$ cat src/rtl/wb_arbiter.sv
// Write-back arbiter: merges ALU and LSU results into a small FIFO that drains
// into a single register-file write port, with starvation protection for the ALU.
module wb_arbiter #(
    parameter int DATA_WIDTH = 64,
    parameter int DEPTH      = 4
) (
    input  logic                  clk_i,
    input  logic                  rst_ni,
    input  logic                  alu_valid_i,
    output logic                  alu_ready_o,
    input  logic [5:0]            alu_addr_i,
    input  logic [DATA_WIDTH-1:0] alu_data_i,
    input  logic                  lsu_valid_i,
    output logic                  lsu_ready_o,
    input  logic [5:0]            lsu_addr_i,
    input  logic [DATA_WIDTH-1:0] lsu_data_i,
    input  logic                  wb_stall_i,
    output logic                  we_o,
    output logic [5:0]            w_addr_o,
    output logic [DATA_WIDTH-1:0] w_data_o,
    input  logic [5:0]            rs_addr_i,
    output logic                  rs_pending_o,
    output logic                  busy_o
);

    localparam int PW = $clog2(DEPTH);

    logic [5:0]            addrMem [DEPTH];
    logic [DATA_WIDTH-1:0] dataMem [DEPTH];

    logic [PW-1:0] wrPtr_q, wrPtr_d;
    logic [PW-1:0] rdPtr_q, rdPtr_d;
    logic [PW:0]   count_q, count_d;
    logic [1:0]    starv_q, starv_d;

    logic                  full;
    logic                  aluGrant;
    logic                  lsuGrant;
    logic                  aluFire;
    logic                  lsuFire;
    logic                  push;
    logic                  pop;
    logic [5:0]            inAddr;
    logic [DATA_WIDTH-1:0] inData;
    logic [PW-1:0]         offset;
    logic                  pendingHit;

    // LSU wins by default; a saturated starvation count hands the slot to the ALU.
    always_comb begin
        full        = (count_q == (PW+1)'(DEPTH));
        aluGrant    = alu_valid_i && (!lsu_valid_i || (starv_q == 2'd3));
        lsuGrant    = lsu_valid_i && !aluGrant;
        alu_ready_o = rst_ni && aluGrant && !full;
        lsu_ready_o = rst_ni && lsuGrant && !full;
        aluFire     = alu_valid_i && alu_ready_o;
        lsuFire     = lsu_valid_i && lsu_ready_o;
        inAddr      = aluFire ? alu_addr_i : lsu_addr_i;
        inData      = aluFire ? alu_data_i : lsu_data_i;
        push        = (aluFire || lsuFire) && (inAddr != 6'd0);
        pop         = (count_q != '0) && !wb_stall_i;

        wrPtr_d = push ? wrPtr_q + PW'(1) : wrPtr_q;
        rdPtr_d = pop  ? rdPtr_q + PW'(1) : rdPtr_q;
        unique case ({push, pop})
            2'b10:   count_d = count_q + (PW+1)'(1);
            2'b01:   count_d = count_q - (PW+1)'(1);
            default: count_d = count_q;
        endcase

        starv_d = starv_q;
        if (aluFire) begin
            starv_d = 2'd0;
        end else if (alu_valid_i && lsuGrant && (starv_q != 2'd3)) begin
            starv_d = starv_q + 2'd1;
        end
    end

    // An entry is live when its distance from the read pointer is below the occupancy.
    always_comb begin
        pendingHit = 1'b0;
        offset     = '0;
        for (int i = 0; i < DEPTH; i++) begin
            offset = PW'(i) - rdPtr_q;
            if (({1'b0, offset} < count_q) && (addrMem[i] == rs_addr_i)) begin
                pendingHit = 1'b1;
            end
        end
        rs_pending_o = pendingHit && (rs_addr_i != 6'd0);
    end

    always_comb begin
        we_o     = (count_q != '0);
        busy_o   = we_o;
        w_addr_o = we_o ? addrMem[rdPtr_q] : 6'd0;
        w_data_o = we_o ? dataMem[rdPtr_q] : '0;
    end

    always_ff @(posedge clk_i or negedge rst_ni) begin
        if (!rst_ni) begin
            wrPtr_q <= '0;
            rdPtr_q <= '0;
            count_q <= '0;
            starv_q <= 2'd0;
        end else begin
            wrPtr_q <= wrPtr_d;
            rdPtr_q <= rdPtr_d;
            count_q <= count_d;
            starv_q <= starv_d;
        end
    end

    // Storage needs no reset: liveness comes only from the pointers and count.
    always_ff @(posedge clk_i) begin
        if (push) begin
            addrMem[wrPtr_q] <= inAddr;
            dataMem[wrPtr_q] <= inData;
        end
    end

endmodule

$ cat config.mk
export PLATFORM = sky130hd
export DESIGN_NAME = wb_arbiter
export DESIGN_NICKNAME = d
export VERILOG_FILES = /design/src/rtl/wb_arbiter.sv
export SDC_FILE = /design/constraint.sdc
export NUM_CORES = 1
export LEC_CHECK = 0
export CAP_MARGIN = 30
export CELL_PAD_IN_SITES_DETAIL_PLACEMENT = 1
export CELL_PAD_IN_SITES_GLOBAL_PLACEMENT = 1
export CORE_MARGIN = 10
export CORE_UTILIZATION = 45
export CTS_BUF_LIST = sky130_fd_sc_hd__clkbuf_8 sky130_fd_sc_hd__clkbuf_16
export DETAILED_ROUTE_END_ITERATION = 7
export PLACE_DENSITY_LB_ADDON = 0.1
export SLEW_MARGIN = 10
export SYNTH_ARGS = -nofsm -noshare
export SYNTH_HDL_FRONTEND = slang
export SYNTH_SLANG_ARGS = --single-unit
$ cat constraint.sdc
create_clock -name clk_i -period 2.92 [get_ports clk_i]
set_input_delay 0.584 -clock clk_i [delete_from_list [all_inputs] [get_ports clk_i]]
set_output_delay 0.584 -clock clk_i [all_outputs]
set_load 0.01 [all_outputs]
Word level (Yosys, flattened, before mapping) --
Memory sizes are Yosys's and may differ from the RTL's. Cells that the tools add are included.
Cells by class: $add $sub $neg 9, order comparisons 4, equal/unequal tests 9, muxes and demuxes 13, reductions and logical operators 28
Operators with widths (number):
- 64-bit 2-to-1 mux | 2
- 6-bit == test | 4
- 1-bit logical AND | 17
- 2-bit by 3-bit < comparator with 1-bit output | 4
- 6-bit 2-to-1 mux | 2
- 6-bit nonzero test | 2
- 2-bit by 1-bit adder with 2-bit output (second input constant) | 3
- 1-bit 2-to-1 mux | 6
- 3-bit one-hot mux with 2 select lines | 1
- 2-bit == test (second input constant) | 2
- 1-bit zero test | 4
- 2-bit 2-to-1 mux | 2
- 2-bit nonzero test | 2
- 1-bit by 2-bit subtractor with 2-bit output (first input constant) | 2
- 2-bit subtractor (first input constant) | 2
- 3-bit by 1-bit adder with 3-bit output (second input constant) | 1
- 3-bit == test (second input constant) | 1
- 3-bit nonzero test | 1
- 3-bit by 1-bit subtractor with 3-bit output (second input constant) | 1
- 2-bit by 1-bit == test with 1-bit output (second input constant) | 1
- 1-bit logical OR | 2
- 2-bit != test (second input constant) | 1
Word-level totals: register bits 9, bits in writable memories 280, bits of input ports 151, output and inout bits 75, logic and storage cells 69, memories kept 2
Memory list:
- dataMem | words 4, width 64, read ports 1, clocked after Yosys merged registers in 0, write ports 1, RTL line 29 | logic [DATA_WIDTH-1:0] dataMem [DEPTH];
- addrMem | words 4, width 6, read ports 5, clocked after Yosys merged registers in 0, write ports 1, RTL line 28 | logic [5:0] addrMem [DEPTH];

Longest topological paths before layout --
depth in word-level cells 12, mapped depth 12, depth with buffers taken out 12

Worst setup path before layout --
OpenSTA, ideal clock, no wires.
kind input to register, start in alu_addr_i[0], end reg count_q[2], library setup time 0.079 ns, arrival 2.617 ns, required time 2.841 ns, slack 0.224 ns, cell stages on the path 10, path buffers 0, path through or4_1 > o311a_1 > o21a_4 > inv_1 > ha_1 > inv_1 > fa_1 > xor2_1 > nor2_1 > xor2_1
On the way: longest elaborated chain between the ends 5, elaborated cells on any way between the ends 7, classes of those cells eq/ne: 2; mux: 2; reduce/logical: 3
Ends and longest elaborated chain:
- start: declaration | RTL line 11 | input logic [5:0] alu_addr_i,
- 6-bit 2-to-1 mux (*) | RTL line 57 | inAddr = aluFire ? alu_addr_i : lsu_addr_i;
- 6-bit nonzero test (*) | RTL line 59 | push = (aluFire || lsuFire) && (inAddr != 6'd0);
- 1-bit logical AND (*) | RTL line 59
- 2-bit by 1-bit == test with 1-bit output or 2-bit == test (tied branches) | RTL line 64 | unique case ({push, pop})
- 3-bit one-hot mux with 2 select lines or 2-bit nonzero test (tied branches)
- end signal: assignment | RTL line 107 | count_q <= count_d;
- end: declaration | RTL line 33 | logic [PW:0] count_q, count_d;
Mark *: on every way between the ends. The rest lies on a longest branch, timed or not. A chain may end at the register's enable or synchronous reset.

Worst setup path after layout --
start reg rdPtr_q[0], end out rs_pending_o
On the way: longest elaborated chain between the ends 8, elaborated cells on any way between the ends 17, classes of those cells add/sub: 4; order compare: 4; mux: 4; reduce/logical: 5
Ends and longest elaborated chain:
- start: declaration | RTL line 32 | logic [PW-1:0] rdPtr_q, rdPtr_d;
- start signal: assignment | RTL line 106 | rdPtr_q <= rdPtr_d;
- 1-bit by 2-bit subtractor with 2-bit output | RTL line 83 | offset = PW'(i) - rdPtr_q;
- 2-bit by 3-bit < comparator with 1-bit output | RTL line 84 | if (({1'b0, offset} < count_q) && (addrMem[i] == rs_addr_i)) begin
- 1-bit logical AND | RTL line 84
- 1-bit 2-to-1 mux (3 in series) | RTL line 84
- 1-bit 2-to-1 mux (*) | RTL line 84
- 1-bit logical AND (*) | RTL line 88 | rs_pending_o = pendingHit && (rs_addr_i != 6'd0);
- end: declaration | RTL line 22 | output logic rs_pending_o,
Marks and branches as above.

==> reports/metrics.yaml <==
yosys:
  synth_top_area_share_pct: 67.9
  synth_edf_count: 280
  ys_ff_latch: 289
  synth_largest_area_cell: "edfxtp_1"
  syn_area_per_cell_sq_um: 19.3
  yosysUniqueCellTypes: 33
  yosys_warnings: 0
  synthCells: 643
  yosysMostFrequentCell: "edfxtp_1"
  synth_area_leaders: "edfxtp_1, mux4_2, mux2_2"
  synth_nets: 805
  netlist_area_sq_mm: 0.0124
  synth_commonest_cells: "edfxtp_1, and2_1, mux2_2, mux4_2, xnor2_1"
  ys.flop_type: "edfxtp_1"
  synth-async-reset-ratio_pct: 3.11
  yosysSeqAreaShare_pct: 69.7
pwr:
  p_int_uw: 10800
  power_density_mw_per_mm2: 939
  p_switching_uw: 4600
  leakage_uw: 0.00575
  ir_drop_v: 0.000472
  p_comb_share_pct: 39.8
  clockPowerShare_pct: 24.6
  netSwitchingFraction_pct: 29.8
  power_frac_seq_pct: 35.6
floorplan:
  fp-row-count: 60
  die_h_microns: 186
  die_w_microns: 186
  initial_core_util_pct: 45.8
  ios: 226
  core_area_sq_mm: 0.0270
  die-area_sq_mm: 0.0346
outcome:
  violations: "setup timing"
  status: "complete, but fails checks"
drt:
  drc: 0
  wire_per_inst_microns: 23.5
  wl_met2_microns: 15400
  via_per_inst: 5.36
  wl_microns: 29900
  dr_total_vias: 6818
  ant_nets: 0
  drt-met1-wl_microns: 12200
  first_pass_iters: 4
  initialDrtViolationCount: 405
  wl_met3_microns: 1880
  routed.top_layer: "met4"
global_route:
  overflow: 0
  grt_pass1_vias: 7793
  grt_use_total_pct: 17.3
  antenna_found_initial: 0
  grt_max_degree: 71
  grt_pass1_wl_microns: 45700
clock_tree:
  clock-sinks: 289
  clk_latency_ps: 560
  cts_hold_buf: 0
  clk_path_buf_depth: 3
  path_clk_slew_ps: 60
  h-tree-depth: 1
  root_buffer: "clkbuf_16"
  cts_buffers: 30
  tritoncts: "yes"
timing:
  worst_clock_skew_ps: 26.2
  fmax_ghz: 0.342
  maxSlewHeadroom_pct: 70.5
  rsz0062_at_grt: "yes"
  finalCriticalPeriod_ps: 2930
  fin_hold_ws_ps: 371
  finalSetupTns_ps: -7.03
  layout_setup_ws_ps: -6.01
  slew_violations: 0
  finalSetupViolations: 2
  worst_pin_slew_ps: 443
  hold_violations: 0
  layout_worst_path_cycle_share_pct: 100
setup_path:
  path_class: "flop to output port"
  crit_family: "flip-flops"
  crit_top_cell: "inv_1"
  crit_buf_inv: 4
  critPathLaunchType: "flop"
  critical_path.endpoint_type: "output port"
  cp.arrival_ps: 2340
  cpPeakStageDelay_ps: 540
  cp_max_fo: 8
  crit_chain: "buf_6 -> xnor2_2 -> inv_1 -> ha_1 -> inv_1 -> o2111ai_1 -> a211oi_1 -> nor4_1 -> a21oi_1 -> buf_2"
  critPathSlowestCell: "dfrtp_4"
  crit_required_ps: 2340
finish:
  nets: 1070
  antenna_cells: 0
  fin_util_pct: 60.8
  syn_to_final_growth_pct: 32.6
  drive_gt1_share_pct: 31.9
placed_design:
  dpl.hpwl_microns: 19600
  io_buffers: 225
  routabilityCongestion: 0.835
  dpl_worst_slack_ps: -275
job:
  maxCapViolCount: 0
hold_path:
  hold_class: "input port to async pin"
## stage by stage
stage | cells | power, uW | instance area, sq um
after global placement | 1192 | 11600 | 15200
final | 1272 | 15400 | 16400
after global routing | 1272 | 16300 | 16400
after floorplan | 643 | 8720 | 12400
after detailed placement | 1192 | 11700 | 15200
after CTS | 1273 | 15800 | 16500
## layout make-up
cell class,instances,area (sq um)
clock inverter,25,250
inverter,16,60.1
clock buffer,30,751
tap,341,427
timing repair buffer,272,2730
multi-input combinational,299,3570
sequential,289,8640
fill,2369,10600
## worst reg2reg max path, delay by kind of cell (launching register included)
family	cells	cell delay, ps
fa+ha+maj	3	770
flops	1	400
compound gates	2	360
simple gates	2	330
xor+xnor	2	310
buf+inv	2	100
## worst paths after layout
path	startpoint	endpoint	slack [ps]	depth (start not counted)
worst max-delay path	rdPtr_q[0]	rs_pending_o	-6	10
worst min-delay path	rst_ni	count_q[2]	370	2
worst min register to register	starv_q[1]	starv_q[1]	510	1
min in group clk_i	starv_q[1]	starv_q[1]	510	1
max in group asynchronous	rst_ni	rdPtr_q[1]	2390	2
worst max register to register	starv_q[0]	count_q[2]	570	11
## power by group through the flow
stage               Clock [uW]  Combinational (uW)  Sequential (uW)
CTS                       3890                6380             5500
floorplan                    0                3250             5470
global route              4060                6650             5540
finish                    3800                6130             5490
detailed placement           0                6130             5570
global placement             0                6050             5530
## cells by family (layout without fill, tap and decap cells)
logic type               count (synthesis)  after routing  synth area share (%)
AO/OA/AOI/OAI                           19             19                  1.14
AND/OR/NAND/NOR                         97             97                  4.72
buffers and inverters                   55            343                  1.86
flip-flops                             289            289                  69.7
adder cells (fa/ha/maj)                 11             11                  1.17
XOR/XNOR                                31             31                  2.19
multiplexers                           141            141                  19.2
## per-layer routing
metal  up-vias  global-route usage [%]
met5         -                       0
met4         0                    3.13
met3        29                    4.04
met2       190                    30.4
met1      3528                    21.4
li1       3071                       -
## repair_timing
| action | 4_1_cts | 5_1_grt |
|---|---|---|
| pin swaps | 3 | 3 |
| endpoints found under the setup margin | 71 | 46 |
| cloned | 4 | 0 |
| gates resized for setup | 217 | 28 |
| buffers inserted | 22 | 2 |
## cells in the final DEF, fill, tap and decap left out, types with 5 or more instances in the layout
| master | synthesis | layout |
|---|---|---|
| buf_2 | 16 | 38 |
| mux4_2 | 70 | 70 |
| dlygate4sd2_1 | 0 | 13 |
| clkbuf_16 | 0 | 30 |
| buf_4 | 1 | 18 |
| mux2_2 | 70 | 70 |
| and2_4 | 0 | 12 |
| inv_1 | 16 | 22 |
| clkbuf_2 | 0 | 8 |
| ha_1 | 10 | 10 |
| clkinv_1 | 0 | 8 |
| buf_12 | 0 | 19 |
| clkdlybuf4s50_1 | 0 | 154 |
| xnor2_1 | 29 | 28 |
| edfxtp_1 | 280 | 280 |
| bufinv_16 | 0 | 5 |
| dlymetal6s2s_1 | 0 | 5 |
| dfrtp_1 | 9 | 7 |
| nand2_1 | 6 | 6 |
| and2_1 | 70 | 62 |
## sequential cells by signal, summed over array words and instances (netlist names)
name,count
addrMem,24
count_q,3
dataMem,256
rdPtr_q,2
starv_q,2
wrPtr_q,2
Power figures use the tool's default switching activity.
==> edit, RTL diff (same settings) <==
Change the parameter `DATA_WIDTH` from 64 to 72.
--- a/src/rtl/wb_arbiter.sv
+++ b/src/rtl/wb_arbiter.sv
@@ -1,7 +1,7 @@
 // Write-back arbiter: merges ALU and LSU results into a small FIFO that drains
 // into a single register-file write port, with starvation protection for the ALU.
 module wb_arbiter #(
-    parameter int DATA_WIDTH = 64,
+    parameter int DATA_WIDTH = 72,
     parameter int DEPTH      = 4
 ) (
     input  logic                  clk_i,
Interface: changed (resized alu_data_i, lsu_data_i and w_data_o); port bits go from 226 to 250. The function was not compared with the original's and may differ.
==> edit against the unedited design <==
Register-to-register slack worse by 0.22 ns. Largest cell class unchanged. Synthesized area is 11% higher. Global-route usage is 0.45 points higher. Total power is 9.1% higher. Count of clock-buffer cells in the layout is 5 higher. Wire length is 16% higher. Die area is 9.4% higher. Setup slack better by 0.033 ns. Sequential cell count is 32 higher. Final area is 11% higher. Critical endpoint is now w_data_o[8]. Sequential power is 11% higher. Largest power group unchanged. Synthesized cell count is 9.3% higher.
==> edit: results (changes against the unedited design) <==
stage,metric,value,unit,change
yosys,synth_cell_types,34,,was 33
yosys,async_flop_share,2.80,%,was 3.11%
finish,layout-drive-gt1-share,31.0,%,was 31.9%
outcome,status,finished clean,,"was finished, violations left"
placement,placement.io_buffers,249,,was 225
cts,clk_path_buf_depth,3,,unchanged
sta,slew_headroom,68.4,%,was 70.5%
routing,wl_per_cell,24.5,um,was 23.5 um
finish,diodes,0,,unchanged
yosys,syn_nets,881,,was 805
placement,dp_hpwl,22400,um,was 19600 um
sta,fin_skew,0.0181,ns,was 0.0262 ns
hold_path,hp-class,input port to async pin,,unchanged
routing,dr.pass1.iters,4,,unchanged
grt,antenna_found_initial,0,,unchanged
routing,drt_iter0_drc,412,,was 405
yosys,ys_warn_count,0,,unchanged
yosys,synth_seq_area_share,70.1,%,was 69.7%
grt,grt_pass1_vias,8665,,was 7793
worst_setup_path,crit_fanout,10,,was 8
pwr,internal_power,11.7,mW,was 10.8 mW
yosys,synthTopCellsByArea,"edfxtp_1 68%, mux4_2 13%, mux2_2 6.4%, and2_1 3.6%, xnor2_1 1.9%",,"was edfxtp_1 68%, mux4_2 13%, mux2_2 6.4%, and2_1 3.5%, xnor2_1 2.1%"
pwr,irDropWorstVdd,0.000587,V,was 0.000472 V
cts,insertion_delay,0.50,ns,was 0.56 ns
cts,numCtsBuffers,34,,was 30
cts,root_buffer,clkbuf_16,,unchanged
placement,place.gp.congestion,0.829,,was 0.835
grt,grt_usage,17.7,%,was 17.3%
finish,top_regs,"dataMem: 288 flops, addrMem: 24 flops, count_q: 3 flops",,"was dataMem: 256 flops, addrMem: 24 flops, count_q: 3 flops"
grt,grt_start_max_net_pins,79,,was 71
pwr,p_leak,6.28,nW,was 5.75 nW
yosys,synth_edf_count,312,,was 280
grt,grt_pass1_wl,52800,um,was 45700 um
yosys,synth_commonest_cells,"312 x edfxtp_1, 78 x and2_1, 78 x mux2_2, 78 x mux4_2, 29 x xnor2_1",,"was 280 x edfxtp_1, 70 x and2_1, 70 x mux2_2, 70 x mux4_2, 29 x xnor2_1"
cts,clk_pin_slew_worst_paths,0.06,ns,about the same
finish,nets,1178,,was 1070
yosys,ys.flop_type,edfxtp_1,,unchanged
cts,cts_htree_levels,2,,was 1
routing,vias,7532,,was 6818
-- edit: cells by family after synthesis --
group | after synthesis | synth area share (%)
mux | 157 | 19.3
simple gates | 105 | 4.67
flops | 321 | 70.1
buf+inv | 59 | 1.81
xor+xnor | 31 | 1.98
compound gates | 19 | 1.08
fa+ha+maj | 11 | 1.06
-- edit: worst max-delay path, cell delays in order (launching register included) --
cell	delay, ns
dfrtp_4	0.44
buf_12	0.13
clkbuf_16	0.17
buf_12	0.16
mux4_2	0.49
and2_4	0.18
clkdlybuf4s15_2	0.22
-- edit: power groups by stage --
stage | clock, mW | combinational (mW) | sequential (mW)
after floorplan | 0 | 3.58 | 6.07
after global placement | 0 | 6.70 | 6.13
after detailed placement | 0 | 6.78 | 6.19
after CTS | 3.91 | 6.87 | 6.12
after global routing | 4.11 | 7.48 | 6.16
final | 3.79 | 6.92 | 6.11
-- edit: area by class of cell --
cell class              instances  area (um2)
inverters                      16        60.1
fillers                      2628       11600
clock inverters                22        97.6
flip-flops and latches        321        9600
multi-input cells             323        3900
well taps                     390         488
repair buffers                304        3130
clock buffers                  35         876
-- edit: final timing paths --
path | end | start | cells past startpoint | slack [ns]
worst min register to register | starv_q[1] | starv_q[1] | 1 | 0.51
worst max-delay path | w_data_o[8] | rdPtr_q[0] | 6 | 0.03
worst max register to register | count_q[2] | count_q[0] | 9 | 0.35
worst min-delay path | wrPtr_q[0] | rst_ni | 2 | 0.44
max in group asynchronous | rdPtr_q[0] | rst_ni | 2 | 2.30
min in group clk_i | starv_q[1] | starv_q[1] | 1 | 0.51
-- edit: repair_timing --
item,in CTS,in global routing
cloned,6,4
hold buffers,0,0
pin swaps,1,1
gates resized for setup,133,101
buffers inserted,11,4
endpoints found under the hold margin,0,0
endpoints found under the setup margin,79,50
-- edit: through the flow --
step	cell area, um2	std cells	TNS, ns	setup WS (ns)
floorplan	13700	703	0	0.224
global placement	16900	1331	-0.408	-0.244
detailed placement	16900	1331	-0.587	-0.271
CTS	18100	1405	-0.0252	-0.0146
global route	18200	1411	-0.371	-0.116
finish	18200	1411	0	0.0266
-- edit: routing by layer --
| layer | GRT usage, % | share of wire [%] | wire length, um |
|---|---|---|---|
| met1 | 21.7 | 41 | 14100 |
| met2 | 31.0 | 52 | 18000 |
| met3 | 4.01 | 5.1 | 1770 |
| met4 | 4.43 | 1.9 | 654 |
| met5 | 0 | 0 | 0 |
